## config.mk

```make
export PLATFORM = sky130hd
export DESIGN_NAME = ebpf_fetch_unit_flat
export DESIGN_NICKNAME = d
export VERILOG_FILES = /design/src/rtl/ebpf_fetch_if.sv /design/src/rtl/ebpf_fetch_unit.sv /design/src/flat_wrapper.sv
export SDC_FILE = /design/constraint.sdc
export NUM_CORES = 1
export LEC_CHECK = 0
export ABC_CLOCK_PERIOD_IN_PS = 3450
export CELL_PAD_IN_SITES_DETAIL_PLACEMENT = 1
export CELL_PAD_IN_SITES_GLOBAL_PLACEMENT = 1
export CORE_MARGIN = 8
export CORE_UTILIZATION = 40
export DETAILED_ROUTE_END_ITERATION = 7
export PLACE_DENSITY = 0.89
export REMOVE_ABC_BUFFERS = 1
export SYNTH_ARGS = -nofsm -noshare
export SYNTH_HDL_FRONTEND = slang
export SYNTH_SLANG_ARGS = --single-unit
```

## constraint.sdc

```tcl
create_clock -name clk -period 3.45 [get_ports clk]
set_input_delay 0.69 -clock clk [delete_from_list [all_inputs] [get_ports clk]]
set_output_delay 0.69 -clock clk [all_outputs]
set_load 0.01 [all_outputs]
```

## src/rtl/ebpf_fetch_if.sv

```systemverilog
// eBPF fetch bus: IMEM request/response plus decode handshake.
// master = fetch unit side, slave = IMEM/decode side.
interface ebpf_fetch_if #(
  parameter int ADDR_W = 16
) ();
  logic              imem_req;
  logic [ADDR_W-1:0] imem_addr;
  logic              imem_gnt;
  logic              imem_rvalid;
  logic [63:0]       imem_rdata;
  logic              insn_valid;
  logic              insn_ready;
  logic [63:0]       insn;
  logic [31:0]       insn_imm_hi;
  logic [63:0]       insn_pc;

  modport master (
    output imem_req, imem_addr,
    input  imem_gnt, imem_rvalid, imem_rdata,
    output insn_valid, insn, insn_imm_hi, insn_pc,
    input  insn_ready
  );

  modport slave (
    input  imem_req, imem_addr,
    output imem_gnt, imem_rvalid, imem_rdata,
    input  insn_valid, insn, insn_imm_hi, insn_pc,
    output insn_ready
  );
endinterface

```

## src/rtl/ebpf_fetch_unit.sv

```systemverilog
// eBPF fetch stage: sequential fetch, LDDW join, output FIFO.
// FETCH_STALL_CNT_EN adds a saturating decode-stall counter port.
module ebpf_fetch_unit #(
  parameter int ADDR_W     = 16,
  parameter int FIFO_DEPTH = 2
) (
  input  logic        clk,
  input  logic        rst_n,
  input  logic        start,
  input  logic [63:0] start_pc,
  input  logic        redirect,
  input  logic [63:0] redirect_pc,
  ebpf_fetch_if.master bus,
  output logic [63:0] fetch_pc,
  output logic        halted
`ifdef FETCH_STALL_CNT_EN
  ,
  output logic [31:0] stall_cnt
`endif
);

  localparam int PW = $clog2(FIFO_DEPTH);
  localparam int CW = PW + 1;

  typedef enum logic [1:0] {
    S_IDLE, S_REQ, S_WAIT, S_HALTED
  } state_t;

  typedef struct packed {
    logic [63:0] insn;
    logic [31:0] imm_hi;
    logic [63:0] pc;
  } entry_t;

  state_t      state, state_n;
  logic [63:0] pc, pc_n;
  logic [63:0] slot, slot_n;
  logic        lddw_pend, lddw_n;
  logic        drop, drop_n;
  logic        halted_n;
  logic        push, pop, flush;
  entry_t      push_e;

  entry_t        mem [FIFO_DEPTH];
  logic [PW-1:0] rd_ptr, wr_ptr;
  logic [CW-1:0] count;

  logic is_lddw, is_exit, in_flight;

  assign bus.insn_valid  = (count != '0);
  assign bus.insn        = mem[rd_ptr].insn;
  assign bus.insn_imm_hi = mem[rd_ptr].imm_hi;
  assign bus.insn_pc     = mem[rd_ptr].pc;
  assign pop = bus.insn_valid && bus.insn_ready;

  // A same-cycle pop frees a slot for the next request.
  assign bus.imem_req = (state == S_REQ) &&
    ((count - CW'(pop)) < CW'(FIFO_DEPTH));
  assign bus.imem_addr = pc[ADDR_W-1:0];
  assign fetch_pc = pc;

  assign is_lddw = (bus.imem_rdata[7:0] == 8'h18);
  assign is_exit = (bus.imem_rdata[7:0] == 8'h95);
  assign in_flight =
    ((state == S_WAIT) && !bus.imem_rvalid) ||
    ((state == S_REQ) && bus.imem_req && bus.imem_gnt);

  always_comb begin
    state_n  = state;
    pc_n     = pc;
    slot_n   = slot;
    lddw_n   = lddw_pend;
    drop_n   = drop;
    halted_n = halted;
    push     = 1'b0;
    push_e   = '0;
    flush    = 1'b0;
    unique case (state)
      S_IDLE: begin
        if (start) begin
          pc_n     = start_pc;
          halted_n = 1'b0;
          state_n  = S_REQ;
        end
      end
      S_REQ: begin
        if (bus.imem_req && bus.imem_gnt)
          state_n = S_WAIT;
      end
      S_WAIT: begin
        if (bus.imem_rvalid) begin
          state_n = S_REQ;
          unique case (1'b1)
            drop: drop_n = 1'b0;
            !drop && lddw_pend: begin
              push   = 1'b1;
              push_e = '{slot, bus.imem_rdata[63:32],
                         pc - 64'd1};
              lddw_n = 1'b0;
              pc_n   = pc + 64'd1;
            end
            !drop && !lddw_pend && is_lddw: begin
              slot_n = bus.imem_rdata;
              lddw_n = 1'b1;
              pc_n   = pc + 64'd1;
            end
            default: begin
              push   = 1'b1;
              push_e = '{bus.imem_rdata, 32'h0, pc};
              pc_n   = pc + 64'd1;
              if (is_exit) begin
                halted_n = 1'b1;
                state_n  = S_HALTED;
              end
            end
          endcase
        end
      end
      S_HALTED: ;
      default: state_n = S_IDLE;
    endcase
    // Redirect overrides everything; a live request becomes a drop.
    if (redirect && state != S_IDLE) begin
      pc_n     = redirect_pc;
      flush    = 1'b1;
      push     = 1'b0;
      lddw_n   = 1'b0;
      halted_n = 1'b0;
      state_n  = S_REQ;
      if (in_flight) begin
        drop_n  = 1'b1;
        state_n = S_WAIT;
      end
    end
  end

  always_ff @(posedge clk or negedge rst_n) begin
    if (!rst_n) begin
      state     <= S_IDLE;
      pc        <= '0;
      slot      <= '0;
      lddw_pend <= 1'b0;
      drop      <= 1'b0;
      halted    <= 1'b0;
    end else begin
      state     <= state_n;
      pc        <= pc_n;
      slot      <= slot_n;
      lddw_pend <= lddw_n;
      drop      <= drop_n;
      halted    <= halted_n;
    end
  end

  always_ff @(posedge clk or negedge rst_n) begin
    if (!rst_n) begin
      rd_ptr <= '0;
      wr_ptr <= '0;
      count  <= '0;
      for (int i = 0; i < FIFO_DEPTH; i++)
        mem[i] <= '0;
    end else if (flush) begin
      rd_ptr <= '0;
      wr_ptr <= '0;
      count  <= '0;
    end else begin
      if (push) begin
        mem[wr_ptr] <= push_e;
        wr_ptr      <= wr_ptr + PW'(1);
      end
      if (pop)
        rd_ptr <= rd_ptr + PW'(1);
      count <= count + CW'(push) - CW'(pop);
    end
  end

`ifdef FETCH_STALL_CNT_EN
  always_ff @(posedge clk or negedge rst_n) begin
    if (!rst_n)
      stall_cnt <= '0;
    else if (state == S_IDLE && start)
      stall_cnt <= '0;
    else if (bus.insn_valid && !bus.insn_ready &&
             stall_cnt != 32'hFFFF_FFFF)
      stall_cnt <= stall_cnt + 32'd1;
  end
`endif

endmodule
```

## src/flat_wrapper.sv

```systemverilog
// flat-port wrapper written by rule: the top's interface ports become plain ports
module ebpf_fetch_unit_flat 
#(
  parameter int ADDR_W     = 16,
  parameter int FIFO_DEPTH = 2
)
  (clk, rst_n, start, start_pc, redirect, redirect_pc, fetch_pc, halted, bus_imem_req, bus_imem_addr, bus_imem_gnt, bus_imem_rvalid, bus_imem_rdata, bus_insn_valid, bus_insn, bus_insn_imm_hi, bus_insn_pc, bus_insn_ready);
  ebpf_fetch_if #(.ADDR_W(ADDR_W)) bus_i ();
  input  logic clk;
  input  logic rst_n;
  input  logic start;
  input  logic [63:0] start_pc;
  input  logic redirect;
  input  logic [63:0] redirect_pc;
  output logic [63:0] fetch_pc;
  output logic halted;
  output wire logic [$bits(bus_i.imem_req)-1:0] bus_imem_req;
  output wire logic [$bits(bus_i.imem_addr)-1:0] bus_imem_addr;
  input wire logic [$bits(bus_i.imem_gnt)-1:0] bus_imem_gnt;
  input wire logic [$bits(bus_i.imem_rvalid)-1:0] bus_imem_rvalid;
  input wire logic [$bits(bus_i.imem_rdata)-1:0] bus_imem_rdata;
  output wire logic [$bits(bus_i.insn_valid)-1:0] bus_insn_valid;
  output wire logic [$bits(bus_i.insn)-1:0] bus_insn;
  output wire logic [$bits(bus_i.insn_imm_hi)-1:0] bus_insn_imm_hi;
  output wire logic [$bits(bus_i.insn_pc)-1:0] bus_insn_pc;
  input wire logic [$bits(bus_i.insn_ready)-1:0] bus_insn_ready;
  assign bus_imem_req = bus_i.imem_req;
  assign bus_imem_addr = bus_i.imem_addr;
  assign bus_i.imem_gnt = bus_imem_gnt;
  assign bus_i.imem_rvalid = bus_imem_rvalid;
  assign bus_i.imem_rdata = bus_imem_rdata;
  assign bus_insn_valid = bus_i.insn_valid;
  assign bus_insn = bus_i.insn;
  assign bus_insn_imm_hi = bus_i.insn_imm_hi;
  assign bus_insn_pc = bus_i.insn_pc;
  assign bus_i.insn_ready = bus_insn_ready;
  ebpf_fetch_unit #(.ADDR_W(ADDR_W), .FIFO_DEPTH(FIFO_DEPTH)) u_core (.clk(clk), .rst_n(rst_n), .start(start), .start_pc(start_pc), .redirect(redirect), .redirect_pc(redirect_pc), .bus(bus_i), .fetch_pc(fetch_pc), .halted(halted));
endmodule
```

==> flow_summary.yaml, run 1 <==
synth:
  synth_commonest_cells: "457 x dfrtp_1, 445 x nand2_1, 282 x o21ai_0, 269 x mux2_2, 155 x clkbuf_1"
  synth.most_common_cell: "dfrtp_1"
  yosysUniqueCellTypes: 66
  synth_top_area_share_pct: 48.76
  yosysWarnings: 0
  synth_enable_flop_cells: 0
  synthTopCellsByArea: "dfrtp_1 49%, mux2_2 13%, nand2_1 7.1%, o21ai_0 6.0%, clkbuf_1 2.5%"
  yosysTopAreaCell: "dfrtp_1"
  ys_seq_elements: 457
  seq_area_frac_synth_pct: 48.76
  async_flop_share_pct: 100.0
  syn_area_um2: 23450
  avgSynthCellArea_um2: 9.531
  netlist_instances: 2461
  synthFlopType: "dfrtp_1"
placed_design:
  dp_slack_ns: 0.05667
  place_area_um2: 29240
  dp_hpwl_mm: 64.12
  numPortBuffers: 441
  gp_congestion: 0.9046
power_and_ir_drop:
  power.density_nw_per_um2: 675.1
  power.switching_uw: 7707
  comb_power_share_pct: 37.6
  irDropWorstVdd_mv: 0.4378
  p_seq_share_pct: 34.7
  leakage_uw: 0.01348
  internal_power_uw: 13250
  p_clk_share_pct: 27.6
  switching_share_pct: 36.77
global_route:
  grt_max_degree: 91
  grt_pass1_vias: 23460
  grt_first_pass_wirelength_mm: 140.3
  overflow: 0
  globalRouteTotalUtil_pct: 26.35
  antenna_found_initial: 9
setup_path:
  worstPathRequired_ns: 2.76
  critPathLaunchType: "flop"
  reg2reg_slack_ns: 0.41
  crit_fanout: 58
  crit_start: "u_core.rd_ptr$_DFFE_PN0P_"
  worstPathArrival_ns: 2.63
  r2r_cells: 6
  path_class: "flop to output port"
  r2r_end: "u_core.fetch_pc[54]$_DFFE_PN0P_"
  cp-end-kind: "output port"
  reg2reg_from: "u_core.fetch_pc[14]$_DFFE_PN0P_"
clock_tree:
  clock-root-buffer: "clkbuf_16"
  cts_tree: "built"
  cts_buffers: 52
  cts.clk_slew.worst_paths_ns: 0.07
  clock-sinks: 457
  htree_levels: 2
  clk_latency_ns: 0.59
  post_cts_resized: 0
  hold_buffers: 0
  cts_buffer_depth: 3
  post_cts.repair.setup_buffers: 0
drt:
  wl_per_cell_um: 24.71
  first_pass_iters: 5
  vias: 21270
  ant_nets: 0
  drc: 0
  via_per_inst: 5.817
  drt_wl_total_mm: 90.35
  first_iter_violations: 1377
sta:
  worst_clock_skew_ns: 0.01847
  period_share_pct: 96.22
  final-setup-viol-count: 0
  setup_ws_ns: 0.1303
  worstMarginPinSlew_ns: 1.121
  fin_crit_ns: 3.320
  drv_slew: 0
  fmax_mhz: 301.2
  rsz0062_at_grt: "false"
  slew-limit-headroom_pct: 25.12
  worst_hold_slack_ns: 0.1242
  hold_viol_final: 0
floorplan:
  dieArea_um2: 66640
  core_um2: 57810
  die_h_um: 258.2
  io_pins: 442
  fp-row-count: 88
  die_w_um: 258.2
  start_util_pct: 40.58
final_layout:
  num-fill-cells: 6368
  fin_util_pct: 53.71
  regArea_um2: 11440
  drive_above_1_share_pct: 17.39
  stdcell_area_um2: 31040
  fin_nets: 3051
  syn_to_final_growth_pct: 32.36
  multiInputGateArea_um2: 11050
run:
  max_cap_viol_count: 0
min_path:
  hp-class: "primary input to async pin"
status:
  status: "finished clean"
-- worst max path at each step --
stage,endpoint,slack (ns),cells past startpoint
final,bus_insn[19],0.13,3
after global routing,bus_insn[19],0.03,3
after CTS,bus_insn[19],0.05,3
after detailed placement,u_core.mem[180]$_DFFE_PN0P_,0.06,9
after global placement,u_core.mem[193]$_DFFE_PN0P_,0.17,9
after floorplan,u_core.mem[0]$_DFFE_PN0P_,-4.71,4
-- state kept, by name (all words and copies together) (netlist names) --
name / count
u_core.mem: 320
u_core.fetch_pc: 64
u_core.slot: 64
u_core.count: 2
u_core.state: 2
u_core.drop: 1
u_core.halted: 1
u_core.lddw_pend: 1
u_core.rd_ptr: 1
u_core.wr_ptr: 1
-- per-stage QoR --
| step | std cells | TNS [ns] | power, µW |
|---|---|---|---|
| after CTS | 3651 | 0 | 21060 |
| after global placement | 3556 | 0 | 14840 |
| after global routing | 3653 | 0 | 21910 |
| after floorplan | 2235 | -1738.44 | 10840 |
| final | 3656 | 0 | 20960 |
| after detailed placement | 3556 | 0 | 15160 |
-- logic make-up (layout without fill, tap and decap cells) --
group                      count (synthesis)  after routing  synth area share, %
AOI/OAI and AO/OA                        573            573                14.26
xor gates and xnor gates                  63             63                2.353
adders and majority gates                  7              7               0.3734
buffers and inverters                    250            675                4.518
DFF                                      457            457                48.76
muxes                                    271            271                13.00
other                                      0              5                    0
and+or+nand+nor                          840            840                16.74
-- layer usage --
layer | up-vias | global-route usage (%) | part of all wire [%]
met5 | - | 0 | 0.063
met4 | 10 | 8.280 | 3.0
met3 | 188 | 6.388 | 6.9
met2 | 796 | 45.94 | 50
met1 | 10870 | 31.91 | 40
li1 | 9409 | - | -
-- power by group through the flow --
stage          Clock [µW]  Combinational [µW]  Sequential [µW]
6_report             5790                7890             7280
5_1_grt              6070                8450             7390
4_1_cts              5890                7920             7250
3_5_place_dp            0                7840             7330
3_3_place_gp            0                7590             7250
2_1_floorplan           0                3340             7490
-- cell usage in the layout (no fill, tap or decap), types with 31 or more instances in the layout --
| cell | count |
|---|---|
| a22oi_1 | 66 |
| and3_1 | 57 |
| buf_4 | 81 |
| o21ai_1 | 33 |
| nor2_1 | 110 |
| clkdlybuf4s50_1 | 440 |
| a21oi_1 | 85 |
| dfrtp_1 | 456 |
| nand3_1 | 56 |
| clkbuf_16 | 53 |
| mux2_2 | 269 |
| xor2_1 | 31 |
| o21ai_0 | 282 |
| xnor2_1 | 32 |
| nand2_1 | 442 |
| buf_12 | 34 |
-- critical path, cell delays in order, from the launching register on --
cell and delay, ns:
dfrtp_4 0.69, buf_12 0.39, mux2_2 0.41, clkdlybuf4s50_1 0.52
-- cell type report --
type	instances	area share, %
diodes	5	0.04030
multi-input cells	1754	35.59
well taps	765	3.083
flip-flops and latches	457	36.85
clock inverters	15	0.7093
inverters	24	0.2902
clock buffers	80	5.050
repair buffers	556	18.39
Power figures use the tool's default switching activity.
==> run 2, diff against run 1 <==
ABC_AREA = 1   (was unset)
ABC_CLOCK_PERIOD_IN_PS = 3800   (was 3450)
CORE_MARGIN = 2   (was 8)
CORE_UTILIZATION = 38   (was 40)
clock period = 3.8 ns   (was 3.45 ns; I/O delays follow)
==> run 2 against run 1 <==
  * Global-route usage increased by 3.4 points
  * Final area increased by 3.2%
  * Critical endpoint is now bus_insn_pc[53]
  * Die area increased by 2.1%
==> flow_summary.yaml, run 2 <==
status:
  status: "finished clean"
synth:
  yosysTopAreaCell: "dfrtp_1"
  synthTopCellsByArea: "dfrtp_1 46%, nand2_1 21%, o21ai_0 5.2%, inv_1 4.1%, nor2_1 3.9%"
  syn_area_um2: 25080
  yosysWarnings: 0
  netlist_instances: 3552
  synth_top_area_share_pct: 45.60
  synth_enable_flop_cells: 0
  async_flop_share_pct: 100.0
  synth.most_common_cell: "nand2_1"
  ys_seq_elements: 457
  synthFlopType: "dfrtp_1"
  seq_area_frac_synth_pct: 45.60
  yosysUniqueCellTypes: 43
  synth_commonest_cells: "1380 x nand2_1, 457 x dfrtp_1, 272 x inv_1, 263 x nor2_1, 262 x o21ai_0"
  avgSynthCellArea_um2: 7.060
final_layout:
  final_common_cell: "nand2_1"
  syn_to_final_growth_pct: 27.71
  largest_reg_flops: 320
  mostFrequentLayoutCells: "1380 x nand2_1, 456 x dfrtp_1, 440 x clkdlybuf4s50_1, 271 x inv_1"
  regArea_um2: 11440
  fin_nets: 4093
  top_register: "u_core.mem"
  num-fill-cells: 8216
  multiInputGateArea_um2: 11620
  layout.cells.non_filler: 4795
  drive_above_1_share_pct: 4.480
placed_design:
  dp_hpwl_mm: 72.34
  dp_slack_ns: 0.4849
  gp_congestion: 0.9693
  placedCellCount: 4697
  numPortBuffers: 441
sta:
  slew-limit-headroom_pct: 28.34
  worst_clock_skew_ns: 0.02348
  setup_ws_ns: 0.4327
  period_share_pct: 88.61
  final-setup-viol-count: 0
  drv_slew: 0
  fin_crit_ns: 3.367
  fmax_mhz: 297.0
  hold_viol_final: 0
  rsz0062_at_grt: "false"
  worstMarginPinSlew_ns: 1.075
floorplan:
  die_h_um: 260.9
  start_util_pct: 38.28
  fp-row-count: 94
  io_pins: 442
  die_w_um: 260.9
  core_um2: 65510
  dieArea_um2: 68070
global_route:
  grt_max_degree: 107
  overflow: 0
  globalRouteTotalUtil_pct: 29.77
  antenna_found_initial: 2
  grt_pass1_vias: 27380
  grt_first_pass_wirelength_mm: 157.5
drt:
  first_pass_iters: 7
  first_iter_violations: 1882
  drt_wl_total_mm: 102.1
  ant_nets: 0
  via_per_inst: 5.441
  drc: 0
  wl_per_cell_um: 21.29
  vias: 26090
clock_tree:
  cts.clk_slew.worst_paths_ns: 0.06
  post_cts_resized: 0
  cts_buffer_depth: 3
  hold_buffers: 0
  post_cts.repair.setup_buffers: 0
  clk_latency_ns: 0.60
  clock-sinks: 457
  clock-root-buffer: "clkbuf_16"
  htree_levels: 2
  cts_buffers: 52
  cts_tree: "built"
power_and_ir_drop:
  irDropWorstVdd_mv: 0.4528
  leakage_uw: 0.01423
  power.density_nw_per_um2: 667.6
setup_path:
  cp_common_cell: "nand2_1"
  reg2reg_slack_ns: 0.85
  r2r_end: "u_core.fetch_pc[34]$_DFFE_PN0P_"
  r2r_cells: 11
  path_cells: "inv_4, buf_12, nand2_1, nand2_1, clkdlybuf4s50_1"
  crit_fanout: 55
  worstPathArrival_ns: 2.61
  cp_num_buf_inv: 3
  cp-end-kind: "output port"
  critPathLaunchType: "flop"
  crit_slowest_cell: "clkdlybuf4s50_1"
  reg2reg_from: "u_core.fetch_pc[0]$_DFFE_PN0P_"
  path_class: "flop to output port"
  critPathTopFamily: "buffers and inverters"
  worstPathRequired_ns: 3.04
  slowest_delay_ns: 0.57
min_path:
  hp-class: "primary input to async pin"
run:
  max_cap_viol_count: 0
run 2: cell types whose count changed after synthesis, sizes merged, moves of 34 or more:
cell    before   now
a221oi       6    42
nand3       56   125
and3        57     0
o21ai      316   427
nor3        27    81
buf         71   105
inv         24   282
clkbuf     155   108
a22oi       66    17
mux2       269     0
nand2      446  1385
nor2       115   275
run 2: through the flow:
stage          hold slack [ns]  total power (µW)  cell area, µm²  util, %  TNS [ns]
5_1_grt                 0.2412             22460           32020    48.88         0
4_1_cts                 0.2247             21390           32020    48.88         0
2_1_floorplan           0.4191             10990           24100        -   -572.22
6_report                0.2018             21380           32030    48.89         0
3_3_place_gp            0.4303             15930           30300    46.25         0
3_5_place_dp            0.4359             16130           30300    46.25         0
run 2: kinds of logic (layout without fill, tap and decap cells):
family | after synthesis | after routing | synth area share [%]
fa+ha+maj | 7 | 7 | 0.3492
buf+inv | 498 | 875 | 8.182
compound gates | 625 | 625 | 13.69
flops | 457 | 457 | 45.60
simple gates | 1927 | 1927 | 30.85
xor+xnor | 38 | 38 | 1.327
other cells | 0 | 2 | 0
run 2: final cells by class:
cell class | instances | share of cell area, %
multi-input combinational | 2597 | 36.29
inverter | 285 | 3.387
clock buffer | 81 | 4.840
timing repair buffer | 494 | 15.82
tap | 864 | 3.375
antenna | 2 | 0.01563
sequential | 457 | 35.72
clock inverter | 15 | 0.5508
run 2: where the power goes:
group          switching (µW)  internal [µW]  leakage (µW)
clock                    2140           3000      0.000841
combinational            5840           3330       0.00728
sequential               1360           5710       0.00611
run 2: how the worst max path moves through the flow:
| stage | startpoint | to | slack (ns) | depth (start not counted) |
|---|---|---|---|---|
| finish | u_core.rd_ptr$_DFFE_PN0P_ | bus_insn_pc[53] | 0.43 | 5 |
| global route | u_core.rd_ptr$_DFFE_PN0P_ | bus_insn_pc[30] | 0.35 | 5 |
| global placement | bus_imem_rdata[4] | u_core.mem[215]$_DFFE_PN0P_ | 0.53 | 11 |
| CTS | u_core.rd_ptr$_DFFE_PN0P_ | bus_insn_pc[53] | 0.36 | 5 |
| floorplan | u_core.rd_ptr$_DFFE_PN0P_ | bus_insn[0] | -2.13 | 3 |
| detailed placement | bus_imem_rdata[0] | u_core.mem[215]$_DFFE_PN0P_ | 0.48 | 12 |
run 2: metal layers:
layer	track usage [%]	part of all wire, %	vias up
met5	0	0	-
met4	13.08	4.8	0
met3	4.448	5.9	224
met2	51.25	49	874
met1	37.00	40	12930
li1	-	-	12070
==> run 3, diff against run 2 <==
CORE_MARGIN = 3   (was 2)
==> run 3 against run 2 <==
  * Die area rose by 1.5%
  * Combinational power barely moved
  * Critical path depth did not move
  * Register-to-register slack worse by 0.03 ns
  * Flip-flop and latch count unchanged
  * First-iteration DRC count increased by 5.5%
  * Highest routed layer is now met5
  * Final cell count did not move
  * Largest power group unchanged
==> flow_summary.yaml, run 3 (synthesis results as in run 2) <==
final_layout:
  mostFrequentLayoutCells: "1380 x nand2_1, 456 x dfrtp_1, 440 x clkdlybuf4s50_1, 271 x inv_1"
  layout.cells.non_filler: 4795
  syn_to_final_growth_pct: 27.98
  fin_nets: 4103
  top_register: "u_core.mem"
  largest_reg_flops: 320
  drive_above_1_share_pct: 4.797
  antenna_cells: 0
  final_common_cell: "nand2_1"
  regArea_um2: 11440
  multiInputGateArea_um2: 11620
  num-fill-cells: 8162
  stdcell_area_um2: 32090
floorplan:
  dieArea_um2: 69110
  die_h_um: 262.9
  die_w_um: 262.9
  core_um2: 64810
  start_util_pct: 38.69
  fp-row-count: 93
  io_pins: 442
setup_path:
  r2r_cells: 11
  reg2reg_slack_ns: 0.82
  critPathTopFamily: "buffers and inverters"
  cp_num_buf_inv: 3
  crit_fanout: 40
  worstPathRequired_ns: 3.04
  slowest_delay_ns: 0.83
  critPathLaunchType: "flop"
  crit_slowest_cell: "dfrtp_4"
  cp-end-kind: "output port"
  crit_cells: 5
  path_cells: "buf_4, buf_4, nand2_1, nand2_1, clkdlybuf4s50_1"
  path_class: "flop to output port"
  worstPathArrival_ns: 2.85
global_route:
  globalRouteTotalUtil_pct: 29.69
  overflow: 0
  antenna_found_initial: 2
  grt_first_pass_wirelength_mm: 162.1
  grt_pass1_vias: 27800
  grt_max_degree: 113
clock_tree:
  clock-root-buffer: "clkbuf_16"
  clock-sinks: 457
  htree_levels: 2
  clk_latency_ns: 0.61
  cts_tree: "built"
  hold_buffers: 0
  post_cts_resized: 0
  cts_buffers: 51
  post_cts.repair.setup_buffers: 0
  cts_buffer_depth: 3
  cts.clk_slew.worst_paths_ns: 0.06
sta:
  hold_viol_final: 0
  final-setup-viol-count: 0
  worst_hold_slack_ns: 0.1760
  fin_crit_ns: 3.608
  worst_clock_skew_ns: 0.02609
  worstMarginPinSlew_ns: 1.124
  rsz0062_at_grt: "false"
  period_share_pct: 94.96
  setup_ws_ns: 0.1916
  slew-limit-headroom_pct: 25.04
  drv_slew: 0
  fmax_mhz: 277.1
drt:
  drt_wl_total_mm: 104.9
  first_pass_iters: 5
  first_iter_violations: 1985
  wl_per_cell_um: 21.87
  ant_nets: 0
  vias: 26300
  via_per_inst: 5.485
  drc: 0
placed_design:
  dp_hpwl_mm: 73.91
  dp_slack_ns: 0.3256
  place_area_um2: 30370
  numPortBuffers: 441
  placedCellCount: 4699
  gp_congestion: 0.9731
status:
  status: "finished clean"
run:
  max_cap_viol_count: 0
power_and_ir_drop:
  p_total_uw: 21450
  irDropWorstVdd_mv: 0.3660
  power.density_nw_per_um2: 668.2
  leakage_uw: 0.01429
min_path:
  hp-class: "primary input to async pin"
==> run 3: cell count changes in the layout (fill, tap and decap cells not counted), sizes merged <==
cell	delta
bufinv	+1
clkinv	+6
diode	-2
clkinvlp	-3
buf	+11
clkbuf	-7
inv	+3
==> run 3: through the flow <==
step / TNS [ns] / util [%]
global placement: 0 / 46.85
global route: 0 / 49.52
CTS: 0 / 49.52
detailed placement: 0 / 46.85
floorplan: -572.22 / -
finish: 0 / 49.52
==> run 3: worst reg2reg max path: cells and delay by family, from the launching register on <==
kind,cells,cell delay [ns]
simple gates,9,1.76
flops,1,0.55
buf+inv,1,0.32
fa+ha+maj,1,0.23
==> run 3: report_power, final <==
part	internal [µW]	switching, µW
logic	3330	5800
registers	5710	1460
clock network	2970	2180
==> run 3: layout make-up <==
cell class                 instances  share of cell area, %
tap                              855                  3.333
clock inverter                    22                 0.8265
clock buffer                      74                  4.557
sequential                       457                  35.64
multi-input combinational       2597                  36.21
inverter                         285                  3.380
timing repair buffer             505                  16.05
==> run 3: metal layers <==
layer	track usage [%]	part of all wire [%]
met1	37.12	41
met2	52.28	49
met3	4.026	5.7
met4	11.01	3.9
met5	0	0.010
==> run 3: worst paths after layout <==
path / from / to
worst max-delay path: u_core.rd_ptr$_DFFE_PN0P_ / bus_insn_pc[25]
worst min-delay path: rst_n / u_core.mem[13]$_DFFE_PN0P_
worst max register to register: u_core.fetch_pc[0]$_DFFE_PN0P_ / u_core.mem[212]$_DFFE_PN0P_
worst min register to register: u_core.slot[3]$_DFFE_PN0P_ / u_core.slot[3]$_DFFE_PN0P_
max in group asynchronous: rst_n / u_core.mem[149]$_DFFE_PN0P_
min in group clk: u_core.slot[3]$_DFFE_PN0P_ / u_core.slot[3]$_DFFE_PN0P_
